**config.mk**
```make
export PLATFORM = sky130hd
export DESIGN_NAME = deco_hold_multicanal
export DESIGN_NICKNAME = d
export VERILOG_FILES = /design/src/rtl/deco_hold_multicanal.sv
export SDC_FILE = /design/constraint.sdc
export NUM_CORES = 1
export LEC_CHECK = 0
export BUFFER_PORTS_ARGS = -buffer_cell sky130_fd_sc_hd__buf_2
export CAP_MARGIN = 25
export CORE_MARGIN = 4
export CORE_UTILIZATION = 53
export CTS_CLUSTER_SIZE = 20
export DETAILED_ROUTE_END_ITERATION = 8
export PLACE_DENSITY_LB_ADDON = 0.3
export SLEW_MARGIN = 20
export SYNTH_ARGS = -nofsm -noshare
export SYNTH_HDL_FRONTEND = slang
export SYNTH_SLANG_ARGS = --single-unit
export TNS_END_PERCENT = 5
```
**constraint.sdc**
```tcl
create_clock -name clk -period 2.8 [get_ports clk]
set_clock_uncertainty 0.1 [all_clocks]
set_input_delay 0.28 -clock clk [delete_from_list [all_inputs] [get_ports clk]]
set_output_delay 0.28 -clock clk [all_outputs]
set_load 0.01 [all_outputs]
```
**src/rtl/deco_hold_multicanal.sv**
```systemverilog
// Port-write hold decoder: maps PicoBlaze port writes onto N_CH active-low hold pulses
// with a one-deep pending slot, per-channel enable, sticky error flags and a release ack.
module deco_hold_multicanal #(
  parameter int         N_CH      = 9,
  parameter logic [7:0] BASE_ADDR = 8'h03,
  parameter int         SKIP_EN   = 1,
  parameter logic [7:0] SKIP_ADDR = 8'h09,
  parameter int         PULSE_LEN = 2,
  parameter int         GAP_LEN   = 1
) (
  input  logic            clk,
  input  logic            reset_n,
  input  logic            write_strobe,
  input  logic [7:0]      port_id,
  input  logic [N_CH-1:0] en_mask,
  input  logic            clr_err,
  output logic [N_CH-1:0] hold_n,
  output logic            busy,
  output logic [3:0]      ch_act,
  output logic            ack,
  output logic            err_addr,
  output logic            err_ovf
);

  // state | meaning
  // IDLE  | no pulse in flight; a valid write or a pending entry starts one
  // PULSE | one hold line low, counter runs down the pulse length
  // GAP   | all holds high, counter runs down the recovery gap
  typedef enum logic [1:0] {IDLE, PULSE, GAP} state_t;

  localparam logic [3:0] PULSE_LD = 4'(PULSE_LEN - 1);
  localparam logic [3:0] GAP_LD   = (GAP_LEN == 0) ? 4'd0 : 4'(GAP_LEN - 1);
  localparam bit         NO_GAP   = (GAP_LEN == 0);

  state_t     state, state_nx;
  logic [3:0] cnt;
  logic       pend_vld, pend_vld_nx;
  logic [3:0] pend_ch;

  logic       hit, hit_en;
  logic [3:0] dec_ch;
  logic       wr_valid, direct, at_dec, start, consume;
  logic       wr_to_pend, ovf_evt, addr_evt;
  logic [3:0] start_ch;

  function automatic logic [7:0] map_addr(input int i);
    int a;
    a = int'(BASE_ADDR) + i;
    if (SKIP_EN != 0 && a >= int'(SKIP_ADDR)) a = a + 1;
    return a[7:0];
  endfunction

  always_comb begin
    hit    = 1'b0;
    hit_en = 1'b0;
    dec_ch = 4'd0;
    for (int i = 0; i < N_CH; i++) begin
      if (port_id == map_addr(i)) begin
        hit    = 1'b1;
        hit_en = en_mask[i];
        dec_ch = 4'(i);
      end
    end
  end

  always_comb begin
    wr_valid = write_strobe && hit && hit_en;
    addr_evt = write_strobe && !hit;
    direct   = (state == IDLE) && !pend_vld && wr_valid;
    // Decision points: where the next pulse may start from pending (or a fresh write in IDLE)
    at_dec   = (state == IDLE) ||
               (state == GAP && cnt == 4'd0) ||
               (state == PULSE && cnt == 4'd0 && NO_GAP);
    consume  = at_dec && pend_vld;
    start    = at_dec && (pend_vld || direct);
    start_ch = pend_vld ? pend_ch : dec_ch;
    // A slot consumed on this edge counts as free for an arriving write
    wr_to_pend  = wr_valid && !direct && (!pend_vld || consume);
    ovf_evt     = wr_valid && !direct && pend_vld && !consume;
    pend_vld_nx = wr_to_pend ? 1'b1 : (consume ? 1'b0 : pend_vld);

    state_nx = state;
    case (state)
      IDLE:    state_nx = start ? PULSE : IDLE;
      PULSE:   if (cnt == 4'd0) begin
                 if (NO_GAP) state_nx = start ? PULSE : IDLE;
                 else        state_nx = GAP;
               end
      GAP:     if (cnt == 4'd0) state_nx = start ? PULSE : IDLE;
      default: state_nx = IDLE;
    endcase
  end

  always_ff @(posedge clk or negedge reset_n) begin
    if (!reset_n) begin
      state    <= IDLE;
      cnt      <= 4'd0;
      pend_vld <= 1'b0;
      pend_ch  <= 4'd0;
      hold_n   <= '1;
      busy     <= 1'b0;
      ch_act   <= 4'd0;
      ack      <= 1'b0;
      err_addr <= 1'b0;
      err_ovf  <= 1'b0;
    end else begin
      state    <= state_nx;
      pend_vld <= pend_vld_nx;
      if (wr_to_pend) pend_ch <= dec_ch;
      busy     <= (state_nx != IDLE) || pend_vld_nx;
      ack      <= (state == PULSE) && (cnt == 4'd0);
      if (start) begin
        hold_n <= ~(N_CH'(1) << start_ch);
        ch_act <= start_ch;
        cnt    <= PULSE_LD;
      end else if (state == PULSE && cnt == 4'd0) begin
        hold_n <= '1;
        cnt    <= GAP_LD;
      end else if (cnt != 4'd0) begin
        cnt <= cnt - 4'd1;
      end
      err_addr <= addr_evt || (err_addr && !clr_err);
      err_ovf  <= ovf_evt  || (err_ovf  && !clr_err);
    end
  end

endmodule

```
==> results.md <==
- Clk_lat worst skew: 0.33 ns
- Status: finished clean
- #FFs+latches synth: 28
- Critical path data required time: 2.93 ns
- Pre-CTS setup slack: 0.267 ns
- Most frequent cell after synthesis: dfrtp_1
- WL final: 3.67 mm
- Slew @ Worst Pin: slightly above 0.6 ns
- EDFF count, synth: 0
- DRC viols: 0
- Post-Synthesis Cell Area: 0.00168 sq mm
- Reg-to-reg startpoint: cnt[0]$_DFFE_PN0P_
- Endpoint, Worst Hold: err_addr$_DFF_PN0_
- WHS Path Cells: 2
- Post-cts resize count: 0
- Post-CTS setup buffers: 0
- RSZ-0062 raised after global routing: false
- Post-synth cell types: 50
- Area grow syn2layout: 17.3%
- Worst Path Max Fanout: 4
- Initial antenna violation count: 0
- Die span in y: 64.3 microns
- Synthesis Warnings: 0
- # diodes: 0
- Final Power: about 1200 uW
- GRT Overall Usage: 0.195
- Hold WC Path Type: input port to register
- First-pass GRT wire length: 6.47 mm
- Core footprint: 0.00305 sq mm
- Final Cycle Share: 0.836
- Nets: ~230
- Final antenna-violating net count: 0
- Final Util: 0.646
- Max Clock Freq: 0.427 GHz
- Async S/R FF share, synth: 1.00
- Final setup TNS: 0 ns
- Max Cap Violations: 0
- Drt via density: 5.56
- Global placement routability congestion: 0.819
- Worst setup margin: 0.460 ns
- Leak Pwr: about 0.00096 uW
- Final Hold Fails: 0
- I/O Pins: 38
- Post-DP HPWL: 2.84 mm
- DRT Pass-1 Iters: 4
- Layout cell share with drive strength beyond 1: 0.314
- Clock Path Buffers: 2
- Min cycle time layout: 2.34 ns
- CTS tree: done
- R2R Path End: pend_ch[2]$_DFFE_PN0P_
- CTS HTree Levels: 1
- Sequential share of the synthesized area: 0.423
- R2R Setup Slk: between 0.4 and 0.5 ns
- Area of the die: 0.00414 sq mm
- Peak VDD IR: between 200 and 250 uV
- Row cnt: 20
- Largest net degree at the start of global routing: 29
- Number of CTS-inserted buffers: 3
- Prevailing post-synth register cell: dfrtp_1
- Crit path capture type: register
- Worst-path clk slew: 0.16 ns
- Detailed-route via count: about 1400
- Setup CP Type: register to register
- Arr. time, crit path: 2.47 ns
- DR iter-0 viols: 69
- Die Width: between 60 and 70 microns
- Syn Nets: 194
- Hold path startpoint: write_strobe
- Fillers: 274
- R2R depth: 7
- Share of the synthesized area in the top cell type: 0.283
- Power Density: around 600 mW/mm^2
- Synth area leader: dfrtp_1
- Setup-failing EPs final: 0
- Total clock sinks: 28
- Startpoint types: register
- PortBufs: 37
- Synth top cells by count: dfrtp_1 (19), nor2_1 (15), mux2i_1 (13), nand2_1 (13), o21ai_0 (12)
- Cells after Synth: 171
- Initial Util: 0.551
- Max-Slew Margin vs Limit: 0.589
- Root Driver: clkbuf_4
- Wire per inst: 14.5 microns
- Top cells by area, synth: dfrtp_1 (28%), dfstp_2 (14%), mux2i_1 (7.7%), o21ai_0 (3.6%), nor2_1 (3.3%)
- Vias in the first global route: 1389
- GRT overflow: 0
- Max Slew Vio Count: 0
- Syn_area_per_cell: between 9 and 10 sq um
-- power by group --
group | internal (uW) | switching, uW
Sequential | 480 | 73.3
Combinational | 159 | 179
Clock | 145 | 123
-- cells in the final DEF (no fill, tap or decap), types with 2 or more instances in the layout --
cell type	instances
nand2_1	13
o21a_1	2
nor3b_1	3
nand3_1	3
buf_2	37
nor2b_1	4
inv_1	8
clkbuf_4	3
mux2i_1	13
dfstp_2	9
or2_2	2
and3_1	2
dfrtp_1	19
mux2_2	3
nand2b_1	6
nor2_1	15
a22oi_1	2
buf_4	4
a21oi_1	8
a211oi_1	3
nor3b_4	2
ha_1	2
nor3_1	5
mux2_1	2
o21ai_0	12
and3b_1	2
-- kinds of logic (layout without fill, tap and decap cells) --
logic type / after synthesis / in the layout / synth area share
xor gates and xnor gates: 1 / 1 / 0.00521
buffers and inverters: 16 / 55 / 0.0446
and+or+nand+nor: 63 / 63 / 0.211
adders and majority gates: 2 / 2 / 0.0149
DFF: 28 / 28 / 0.423
AOI/OAI and AO/OA: 42 / 42 / 0.176
muxes: 19 / 19 / 0.124
-- through the flow --
stage,instances,cell area [sq um],hold WS (ns)
after detailed placement,249,1910,0.229
after floorplan,171,1680,-0.116
final,254,1970,0.0750
after global routing,254,1970,0.0575
after CTS,254,1970,0.0689
after global placement,249,1910,0.208
-- critical path, cell delays in order (launching register included) --
cell and delay, ns:
dfrtp_1 0.46, inv_1 0.11, ha_1 0.21, nor3b_2 0.23
nor2b_1 0.09, o21ai_0 0.29, nor3b_4 0.38, mux2_1 0.37
-- sequential cells by signal (all words and copies together) (netlist names) --
register and cells:
cnt 4, state 2, pend_ch 4, busy 1
hold_n 9, pend_vld 1, ack 1, err_ovf 1
err_addr 1, ch_act 4
-- layout make-up --
type | count | area (sq um) | area share
clock buffers | 3 | 22.5 | 0.0114
inverters | 9 | 33.8 | 0.0171
repair buffers | 42 | 225 | 0.114
well taps | 44 | 55.1 | 0.0279
flip-flops and latches | 28 | 712 | 0.361
clock inverters | 1 | 30.0 | 0.0152
multi-input cells | 127 | 895 | 0.453
-- layer usage --
metal / GRT usage / part of all wire / up-vias
met2: 0.325 / 0.49 / 46
met4: 0.0633 / 0.0079 / 0
met1: 0.267 / 0.45 / 671
li1: - / - / 693
met3: 0.0193 / 0.052 / 2
met5: 0 / 0 / -
-- repair_timing --
action / 4_1_cts / 5_1_grt
endpoints found under the setup margin: 0 / 0
hold buffers: 1 / 0
endpoints found under the hold margin: 19 / 0
-- worst max-delay path by stage --
stage	startpoint	depth (start not counted)	slack, ns	endpoint
floorplan	cnt[0]$_DFFE_PN0P_	7	0.68	pend_ch[0]$_DFFE_PN0P_
global placement	port_id[0]	6	0.37	ch_act[3]$_DFFE_PN0N_
detailed placement	port_id[0]	7	0.27	hold_n[8]$_DFFE_PN1P_
CTS	cnt[0]$_DFFE_PN0P_	7	0.50	pend_ch[2]$_DFFE_PN0P_
global route	cnt[0]$_DFFE_PN0P_	7	0.28	pend_ch[2]$_DFFE_PN0P_
finish	cnt[0]$_DFFE_PN0P_	7	0.46	pend_ch[2]$_DFFE_PN0P_
Power figures use the tool's default switching activity.
